### src/rtl/uart_tx_buffered_pkg.sv
// Shared definitions for the buffered UART transmit path: parity encodings,
// transmitter FSM states and a baud divisor helper.
package uart_tx_buffered_pkg;

    localparam int UART_PARITY_NONE = 0;
    localparam int UART_PARITY_ODD  = 1;
    localparam int UART_PARITY_EVEN = 2;

    typedef enum logic [2:0] {
        ST_IDLE  = 3'd0,
        ST_START = 3'd1,
        ST_DATA  = 3'd2,
        ST_PAR   = 3'd3,
        ST_STOP  = 3'd4
    } tx_state_e;

    // Rounded clock-cycles-per-bit for a clock/baud pair,
    // e.g. baud_div(100_000_000, 115_200) = 868.
    function automatic int baud_div(input int clk_hz, input int baud);
        return (clk_hz + baud / 2) / baud;
    endfunction

endpackage

### src/rtl/uart_tx_buffered_sync_fifo.sv
// Single-clock FIFO with occupancy count. Full/empty come from the count so
// the pointers can simply wrap. Read data is the current head (show-ahead).
module sync_fifo #(
    parameter int WIDTH = 8,
    parameter int DEPTH = 16
) (
    input  logic                     clk,
    input  logic                     rst,
    input  logic                     push,
    input  logic [WIDTH-1:0]         wdata,
    input  logic                     pop,
    output logic [WIDTH-1:0]         rdata,
    output logic                     full,
    output logic                     empty,
    output logic [$clog2(DEPTH):0]   count
);

    localparam int AW = $clog2(DEPTH);
    localparam logic [AW-1:0] PTR_ONE  = 1;
    localparam logic [AW:0]   CNT_ONE  = 1;
    localparam logic [AW:0]   CNT_FULL = (AW+1)'(DEPTH);

    logic [WIDTH-1:0] mem [DEPTH];
    logic [AW-1:0]    wr_ptr;
    logic [AW-1:0]    rd_ptr;
    logic             do_push;
    logic             do_pop;

    assign full    = (count == CNT_FULL);
    assign empty   = (count == '0);
    assign do_push = push && !full;
    assign do_pop  = pop && !empty;
    assign rdata   = mem[rd_ptr];

    // Pointer and occupancy bookkeeping; push and pop together leave count alone.
    always_ff @(posedge clk or posedge rst) begin
        if (rst) begin
            wr_ptr <= '0;
            rd_ptr <= '0;
            count  <= '0;
        end else begin
            if (do_push) wr_ptr <= wr_ptr + PTR_ONE;
            if (do_pop)  rd_ptr <= rd_ptr + PTR_ONE;
            if (do_push && !do_pop)      count <= count + CNT_ONE;
            else if (do_pop && !do_push) count <= count - CNT_ONE;
        end
    end

    // Storage array; contents need no reset since count gates visibility.
    always_ff @(posedge clk) begin
        if (do_push) mem[wr_ptr] <= wdata;
    end

endmodule

### src/rtl/uart_tx_buffered.sv
// UART transmitter fed from an internal FIFO. Frames are serialised back to
// back; the next word is popped on the last cycle of the final stop bit so no
// idle cycle appears between frames.
module uart_tx_buffered
    import uart_tx_buffered_pkg::*;
#(
    parameter int CLKS_PER_BAUD = 868,
    parameter int DATA_BITS     = 8,
    parameter int PARITY        = 0,
    parameter int STOP_BITS     = 1,
    parameter int FIFO_DEPTH    = 16
) (
    input  logic                          i_clk,
    input  logic                          i_rst,
    input  logic                          i_valid,
    input  logic [DATA_BITS-1:0]          i_data,
    output logic                          o_ready,
    output logic [$clog2(FIFO_DEPTH):0]   o_count,
    output logic                          o_busy,
    output logic                          o_uart_tx
);

    localparam logic [15:0] BAUD_RELOAD = 16'(CLKS_PER_BAUD - 1);
    localparam logic [15:0] BAUD_ONE    = 16'd1;
    localparam logic [2:0]  DATA_LAST   = 3'(DATA_BITS - 1);
    localparam logic [2:0]  STOP_LAST   = 3'(STOP_BITS - 1);
    localparam logic        PAR_INIT    = (PARITY == UART_PARITY_ODD);

    tx_state_e              state, state_nx;
    logic [15:0]            baud_cnt, baud_nx;
    logic [2:0]             bit_cnt, bit_nx;
    logic [DATA_BITS-1:0]   shreg, sh_nx;
    logic                   par, par_nx;
    logic                   tx, tx_nx;
    logic                   start_frame;
    logic                   bit_end;

    logic                   fifo_pop;
    logic [DATA_BITS-1:0]   fifo_rdata;
    logic                   fifo_full;
    logic                   fifo_empty;

    sync_fifo #(
        .WIDTH (DATA_BITS),
        .DEPTH (FIFO_DEPTH)
    ) u_fifo (
        .clk   (i_clk),
        .rst   (i_rst),
        .push  (i_valid),
        .wdata (i_data),
        .pop   (fifo_pop),
        .rdata (fifo_rdata),
        .full  (fifo_full),
        .empty (fifo_empty),
        .count (o_count)
    );

    // Ready depends only on occupancy, never on i_valid.
    assign o_ready   = !fifo_full;
    assign o_busy    = (state != ST_IDLE) || !fifo_empty;
    assign o_uart_tx = tx;
    assign bit_end   = (baud_cnt == '0);

    // State and datapath registers; reset aborts any frame and idles the line.
    always_ff @(posedge i_clk or posedge i_rst) begin
        if (i_rst) begin
            state    <= ST_IDLE;
            baud_cnt <= '0;
            bit_cnt  <= '0;
            shreg    <= '0;
            par      <= 1'b0;
            tx       <= 1'b1;
        end else begin
            state    <= state_nx;
            baud_cnt <= baud_nx;
            bit_cnt  <= bit_nx;
            shreg    <= sh_nx;
            par      <= par_nx;
            tx       <= tx_nx;
        end
    end

    // Next-state logic: counts down each bit period, then advances the frame
    // and presents the next line level so the output stays registered.
    always_comb begin
        state_nx    = state;
        baud_nx     = baud_cnt;
        bit_nx      = bit_cnt;
        sh_nx       = shreg;
        par_nx      = par;
        tx_nx       = tx;
        fifo_pop    = 1'b0;
        start_frame = 1'b0;

        if (state == ST_IDLE) begin
            tx_nx = 1'b1;
            if (!fifo_empty) start_frame = 1'b1;
        end else if (!bit_end) begin
            baud_nx = baud_cnt - BAUD_ONE;
        end else begin
            baud_nx = BAUD_RELOAD;
            case (state)
                ST_START: begin
                    state_nx = ST_DATA;
                    tx_nx    = shreg[0];
                    par_nx   = par ^ shreg[0];
                    sh_nx    = shreg >> 1;
                    bit_nx   = '0;
                end
                ST_DATA: begin
                    if (bit_cnt == DATA_LAST) begin
                        bit_nx = '0;
                        if (PARITY != UART_PARITY_NONE) begin
                            state_nx = ST_PAR;
                            tx_nx    = par;
                        end else begin
                            state_nx = ST_STOP;
                            tx_nx    = 1'b1;
                        end
                    end else begin
                        bit_nx = bit_cnt + 3'd1;
                        tx_nx  = shreg[0];
                        par_nx = par ^ shreg[0];
                        sh_nx  = shreg >> 1;
                    end
                end
                ST_PAR: begin
                    state_nx = ST_STOP;
                    tx_nx    = 1'b1;
                    bit_nx   = '0;
                end
                ST_STOP: begin
                    tx_nx = 1'b1;
                    if (bit_cnt == STOP_LAST) begin
                        if (!fifo_empty) start_frame = 1'b1;
                        else             state_nx    = ST_IDLE;
                    end else begin
                        bit_nx = bit_cnt + 3'd1;
                    end
                end
                default: begin
                    state_nx = ST_IDLE;
                    tx_nx    = 1'b1;
                end
            endcase
        end

        // Pop the head word and begin its start bit on this same edge.
        if (start_frame) begin
            fifo_pop = 1'b1;
            state_nx = ST_START;
            tx_nx    = 1'b0;
            baud_nx  = BAUD_RELOAD;
            bit_nx   = '0;
            sh_nx    = fifo_rdata;
            par_nx   = PAR_INIT;
        end
    end

endmodule

### config.mk
export PLATFORM = sky130hd
export DESIGN_NAME = uart_tx_buffered
export DESIGN_NICKNAME = d
export VERILOG_FILES = /design/src/rtl/uart_tx_buffered_pkg.sv /design/src/rtl/uart_tx_buffered_sync_fifo.sv /design/src/rtl/uart_tx_buffered.sv
export SDC_FILE = /design/constraint.sdc
export NUM_CORES = 1
export LEC_CHECK = 0
export ABC_AREA = 0
export CORE_MARGIN = 1.5
export CORE_UTILIZATION = 35
export CTS_BUF_LIST = sky130_fd_sc_hd__clkbuf_4
export CTS_CLUSTER_SIZE = 14
export DETAILED_ROUTE_END_ITERATION = 8
export DONT_BUFFER_PORTS = 1
export GPL_TIMING_DRIVEN = 0
export REMOVE_ABC_BUFFERS = 1
export SLEW_MARGIN = 10
export SYNTH_ARGS = -nofsm -noshare
export SYNTH_HDL_FRONTEND = slang
export SYNTH_SLANG_ARGS = --single-unit
### constraint.sdc
create_clock -name i_clk -period 5.05 [get_ports i_clk]
set_clock_uncertainty 0.2 [all_clocks]
set_input_delay 0.7575 -clock i_clk [delete_from_list [all_inputs] [get_ports i_clk]]
set_output_delay 0.7575 -clock i_clk [all_outputs]
set_load 0.01 [all_outputs]
* Word-level counts from Yosys, hierarchy flattened *
Memory sizes are Yosys's and may differ from the RTL's.
Index checks and enable logic that the tools add are counted.

operators by class
  add/sub/neg operators = 6
  equality and inequality tests = 12
  multiplexer cells = 36
  reduce and logical (&&, ||, !) cells = 23

operators with widths
  operator                                             count
  2-to-1 mux 16 bit                                    3
  2-to-1 mux 3 bit                                     11
  2-to-1 mux 8 bit                                     4
  zero test 16 bit                                     1
  one-hot mux 8 bit (2 select lines)                   1
  subtractor 16 x 1 -> 16 bit (second input constant)  1
  != test 3 bit (second input constant)                5
  2-to-1 mux 1 bit                                     12
  one-hot mux 3 bit (4 select lines)                   1
  2-to-1 mux 5 bit                                     2
  one-hot mux 3 bit (3 select lines)                   1
  nonzero test 3 bit                                   3
  adder 4 x 1 -> 4 bit (second input constant)         2
  AND reduction 4 bit                                  2
  == test 3 x 2 -> 1 bit (second input constant)       2
  == test 3 bit (second input constant)                2
  zero test 3 bit                                      2
  adder 5 x 1 -> 5 bit (second input constant)         1
  == test 5 bit (second input constant)                1
  zero test 5 bit                                      1
  AND reduction 5 bit                                  1
  subtractor 5 x 1 -> 5 bit (second input constant)    1
  logical AND 1 bit                                    4
  zero test 1 bit                                      4
  8 further kinds                                      9

word-level totals
  bits in registers = 44
  RAM bits = 128
  input bits = 11
  output and inout bits = 8
  memories = 1

memories
  name        depth  width  rd ports  clocked after Yosys merged registers in  write ports  line                              source
  u_fifo.mem  16     8      1         0                                        1            uart_tx_buffered_sync_fifo.sv:23  logic [WIDTH-1:0] mem [DEPTH];

* Longest topological paths before layout *
  depth in word-level cells = 11
  gate-level depth with buffers = 14
  depth with buffers taken out = 14

* Cells and area by module *
A second synthesis with hierarchy kept.

second synthesis, totals
  cell total of the unflattened synthesis = 498
  area, all modules = 7460.9 um^2

by module, submodules not included
  module            instances  cells an instance  area each (um^2)
  sync_fifo         1          323                5774.3
  uart_tx_buffered  1          175                1686.6

* Least setup slack after synthesis *
Ideal clock, no wire load.

  path type = reg-to-reg
  from = reg baud_cnt[0]
  to = reg u_fifo.count[4]
  setup time = 0.081 ns
  arrival = 3.137 ns
  slack = 1.633 ns
  cell stages (with the launch flop) = 15
  path buffers = 0
  cells stage by stage = dfrtp_1 > inv_1 > ha_1 > nor4b_2 > nand4_2 > o31ai_4 > inv_2 > ha_1 > inv_1 > ha_1 > nor2b_1 > o21a_1 > or3_1 > a21oi_1 > xor2_1

between the ends
  word-level cells in the longest chain between the ends = 8

RTL lines
  what                                                    line                              source
  from (decl)                                             uart_tx_buffered.sv:30            logic [15:0] baud_cnt, baud_nx;
  from (signal assigned)                                  uart_tx_buffered.sv:75            baud_cnt <= baud_nx;
  zero test 16 bit (*)                                    uart_tx_buffered.sv:62            assign bit_end = (baud_cnt == '0);
  2-to-1 mux 1 bit (*)                                    uart_tx_buffered.sv:98            end else if (!bit_end) begin
  2-to-1 mux 1 bit (*)                                    uart_tx_buffered.sv:95            if (state == ST_IDLE) begin
  2-to-1 mux 1 bit (*)                                    uart_tx_buffered.sv:149           if (start_frame) begin
  logical AND 1 bit (*)                                   uart_tx_buffered_sync_fifo.sv:32  assign do_pop = pop && !empty;
  zero test 1 bit                                         uart_tx_buffered_sync_fifo.sv:44  if (do_push && !do_pop) count <= count + CNT_ONE;
  logical AND 1 bit                                       uart_tx_buffered_sync_fifo.sv:44
  2-to-1 mux 5 bit or nonzero test 2 bit (tied branches)  --
  to (signal assigned)                                    uart_tx_buffered_sync_fifo.sv:44
  to (signal assigned)                                    uart_tx_buffered_sync_fifo.sv:45  else if (do_pop && !do_push) count <= count - CNT_ONE;
  to (decl)                                               uart_tx_buffered_sync_fifo.sv:15  output logic [$clog2(DEPTH):0] count

Every way passes the cells marked *; elsewhere a longest branch is shown, timed or not.
A chain may end at the register's enable or synchronous reset.

* Worst setup path in the final report *
Same ends and word-level chain as after synthesis.

==> reports/metrics.cfg <==
[status]
status = finished, final reports clean

[routing]
drt_iter0_markers = 247
detail_route.drc_violations = 0
routed_wire_length_per_instance_um = 19.4
drt-total-wl_um = 14500
routed-via-count = 3850
detail-route-antenna-nets = 0
post_drt_via_cell_ratio = 5.13
dr.pass1.iters = 4

[synthesis]
ys_types = 57
ys.flop_type = sky130_fd_sc_hd__edfxtp_1
synth.ff_latch_count = 172
synth.cell_area_sq_um = 7370
count_of_flip_flops_with_a_built_in_enable_after_synthesis = 128
synthesized_area_divided_by_synthesized_cell_count_sq_um = 16.2
ys_seq_area_share_pct = 67.1
synth_async_sr_flop_share_pct = 25.6
postSynthCellCount = 455
yosys_warnings = 0

[power]
power_per_cell_area_nw_per_um2 = 361
vdd_ir_drop_max_v = 0.000202
power.share.combinational_pct = 11.7
p_leak_nw = 2.83
internal_power_w = 0.00207
switching_power_w = 0.000851
fraction_of_power_spent_switching_nets_pct = 29.1
power.sequential.fraction_pct = 60.5
clockPowerShare_pct = 27.8

[worst_setup_path]
cp-end-kind = flop
timing.critical_path.from_type = flop
crit_chain = inv_1 -> ha_1 -> nor4b_2 -> nand4_2 -> o31ai_4 -> inv_2 -> ha_1 -> inv_1 -> ha_1 -> nor2b_1 -> o21a_1 -> or3_1 -> a21oi_1 -> xor2_1
critical_path_required_ps = 5330
critPathSlowestCell = sky130_fd_sc_hd__o31ai_4
category_of_cells_accounting_for_the_largest_share_of_critical_path_delay = simple AND/OR/NAND/NOR gates
path_buf_inv = 3
timing.critical_path.fanout_max = 14
critPathMostFrequentCell = sky130_fd_sc_hd__ha_1
critical_path_arrival_ps = 4560
type_of_the_worst_setup_path = reg2reg
cpPeakStageDelay_ps = 720

[placed_design]
place_ws_ps = 804
detailedPlacementHpwl_um = 9200
count_of_input_and_output_buffers = 0
routabilityCongestion = 0.772

[cts]
clkLatencyLatePin_ps = 560
tritoncts = yes
path_clk_slew_ps = 150
tritoncts_num_sinks = 172
post-cts-setup-buffer-count = 0
ctsLongestPathBuffers = 2
total_number_of_h_tree_levels = 4
cts_root_buf = sky130_fd_sc_hd__clkbuf_4
cts_bufs_inserted = 17

[final_layout]
syn2layout_area_growth_pct = 9.94
final_common_cell = sky130_fd_sc_hd__edfxtp_1
final_layout_size_suffix_gt1_share_pct = 20.0
nets = 492
most_used_cells_in_the_layout_excluding_fill_and_tap_cells = 128 x sky130_fd_sc_hd__edfxtp_1, 41 x sky130_fd_sc_hd__dfrtp_1, 36 x sky130_fd_sc_hd__nor2_1

[global_route]
first_pass_grt_wire_length_um = 22500
grt_antenna_before_repair = 1
track_usage_pct = 13.9
grt_pass1_vias = 4091
grt_max_degree = 27
globalRouteOverflowTotal = 0

[sta]
worst_slew_margin_rel_pct = 19.7
hold_violations = 0
tightest_slew_ps = 1200
period_share_pct = 84.8
rsz_0062_raised_after_global_routing = false
worst_slack_ps = 766
finalMaxSlewViolations = 0
final-setup-viol-count = 0
timing.fmax_ghz = 0.233
setup_tns_ps = 0
period_needed_ps = 4280

[floorplanning]
core_area_sq_um = 20400
floorplan.die_area_sq_um = 21900
floorplan.die.height_um = 148
floorplan.initialDensity_pct = 36.1
count_of_pins_on_the_block_boundary = 19
num_rows = 52
dieWidth_um = 148

[hold_path]
hold_path_class = in2reg

[flow_run]
max_cap_violations = 0

per-stage QoR:
stage	instances	hold WS, ps	total power, W	util (%)	cell area (sq um)
after detailed placement	707	306	0.00213	37.6	7670
after global routing	750	0.535	0.00307	39.6	8100
final	750	86.1	0.00292	39.6	8100
after floorplan	434	281	0.00202	-	7270
after CTS	740	26.2	0.00294	39.1	7990
after global placement	704	300	0.00211	37.2	7600
cell type report:
| cell class | instances | area [sq um] |
|---|---|---|
| clock buffers | 17 | 128 |
| diodes | 1 | 2.50 |
| clock inverters | 15 | 179 |
| fillers | 1879 | 12300 |
| inverters | 14 | 52.6 |
| repair buffers | 13 | 168 |
| well taps | 270 | 338 |
| flip-flops and latches | 172 | 4950 |
| multi-input cells | 248 | 2280 |
routing by layer:
layer  track usage [%]  share of wire [%]
met5                 0                  0
met3              4.14                5.5
met1              18.3                 44
met2              22.9                 50
met4              2.97               0.68
synth_stat cells (4+ instances only):
master / number / area, sq um
sky130_fd_sc_hd__a21oi_1: 11 / 55.1
sky130_fd_sc_hd__mux2i_1: 10 / 100
sky130_fd_sc_hd__mux4_2: 32 / 721
sky130_fd_sc_hd__or3_1: 6 / 37.5
sky130_fd_sc_hd__nand2_1: 19 / 71.3
sky130_fd_sc_hd__xnor2_1: 12 / 105
sky130_fd_sc_hd__nor3_1: 8 / 40.0
sky130_fd_sc_hd__and3_1: 8 / 50.1
sky130_fd_sc_hd__edfxtp_1: 128 / 3840
sky130_fd_sc_hd__buf_1: 5 / 18.8
sky130_fd_sc_hd__ha_1: 14 / 175
sky130_fd_sc_hd__nand3_1: 4 / 20.0
sky130_fd_sc_hd__nand2b_1: 4 / 25.0
sky130_fd_sc_hd__buf_2: 5 / 25.0
sky130_fd_sc_hd__nor4_1: 4 / 25.0
sky130_fd_sc_hd__clkbuf_1: 9 / 33.8
sky130_fd_sc_hd__inv_1: 12 / 45.0
sky130_fd_sc_hd__nor2_1: 36 / 135
sky130_fd_sc_hd__dfrtp_1: 43 / 1080
sky130_fd_sc_hd__o21ai_0: 13 / 65.1
sky130_fd_sc_hd__xor2_1: 8 / 70.1
sky130_fd_sc_hd__a22oi_1: 15 / 113
path summary, 6_finish.rpt:
kind | end | startpoint | slack [ps] | cells after the start
setup / recovery | u_fifo.count[4]$_DFFE_PP0P_ | baud_cnt[0]$_DFFE_PP0N_ | 770 | 14
max in group asynchronous | baud_cnt[12]$_DFFE_PP0N_ | i_rst | 3690 | 3
setup reg to reg | u_fifo.count[4]$_DFFE_PP0P_ | baud_cnt[0]$_DFFE_PP0N_ | 770 | 14
hold reg to reg | o_uart_tx$_DFFE_PP1P_ | o_uart_tx$_DFFE_PP1P_ | 320 | 2
min in group asynchronous | baud_cnt[3]$_DFFE_PP0N_ | i_rst | 450 | 2
hold / removal | u_fifo.mem[14][7]$_DFFE_PP_ | i_data[7] | 90 | 0
state kept, by name (all words and copies together) (netlist names):
register	count
u_fifo.count	5
state	3
baud_cnt	16
u_fifo.wr_ptr	4
shreg	8
o_uart_tx	1
u_fifo.rd_ptr	4
u_fifo.mem	128
bit_cnt	3
kinds of logic (layout without fill, tap and decap cells):
logic type / after synthesis / count (layout) / share of synthesized area, %
and+or+nand+nor: 110 / 110 / 8.31
AOI/OAI and AO/OA: 57 / 57 / 5.64
buffers and inverters: 35 / 59 / 2.07
adders and majority gates: 15 / 15 / 2.65
DFF: 172 / 172 / 67.1
xor gates and xnor gates: 21 / 21 / 2.60
muxes: 45 / 45 / 11.6
other: 0 / 1 / 0
repair_timing:
action                                 in CTS  in global routing
hold buffers                                1                  9
gates resized for setup                     0                  0
endpoints found under the hold margin      17                 46
power groups by stage:
stage | sequential, W | clock [W] | combinational, W
2_1_floorplan | 0.00177 | 0 | 0.000253
3_3_place_gp | 0.00179 | 0 | 0.000317
3_5_place_dp | 0.00180 | 0 | 0.000336
4_1_cts | 0.00177 | 0.000838 | 0.000338
5_1_grt | 0.00179 | 0.000894 | 0.000391
6_report | 0.00177 | 0.000812 | 0.000343
worst reg2reg max path: stages, from the launching register on:
cell and delay [ps]:
sky130_fd_sc_hd__dfrtp_1 450, sky130_fd_sc_hd__inv_1 80, sky130_fd_sc_hd__ha_1 220, sky130_fd_sc_hd__nor4b_2 350, sky130_fd_sc_hd__nand4_2 280, sky130_fd_sc_hd__o31ai_4 720, sky130_fd_sc_hd__inv_2 250, sky130_fd_sc_hd__ha_1 330
sky130_fd_sc_hd__inv_1 140, sky130_fd_sc_hd__ha_1 260, sky130_fd_sc_hd__nor2b_1 140, sky130_fd_sc_hd__o21a_1 170, sky130_fd_sc_hd__or3_1 300, sky130_fd_sc_hd__a21oi_1 180, sky130_fd_sc_hd__xor2_1 150
(Power assumes the default switching activity.)
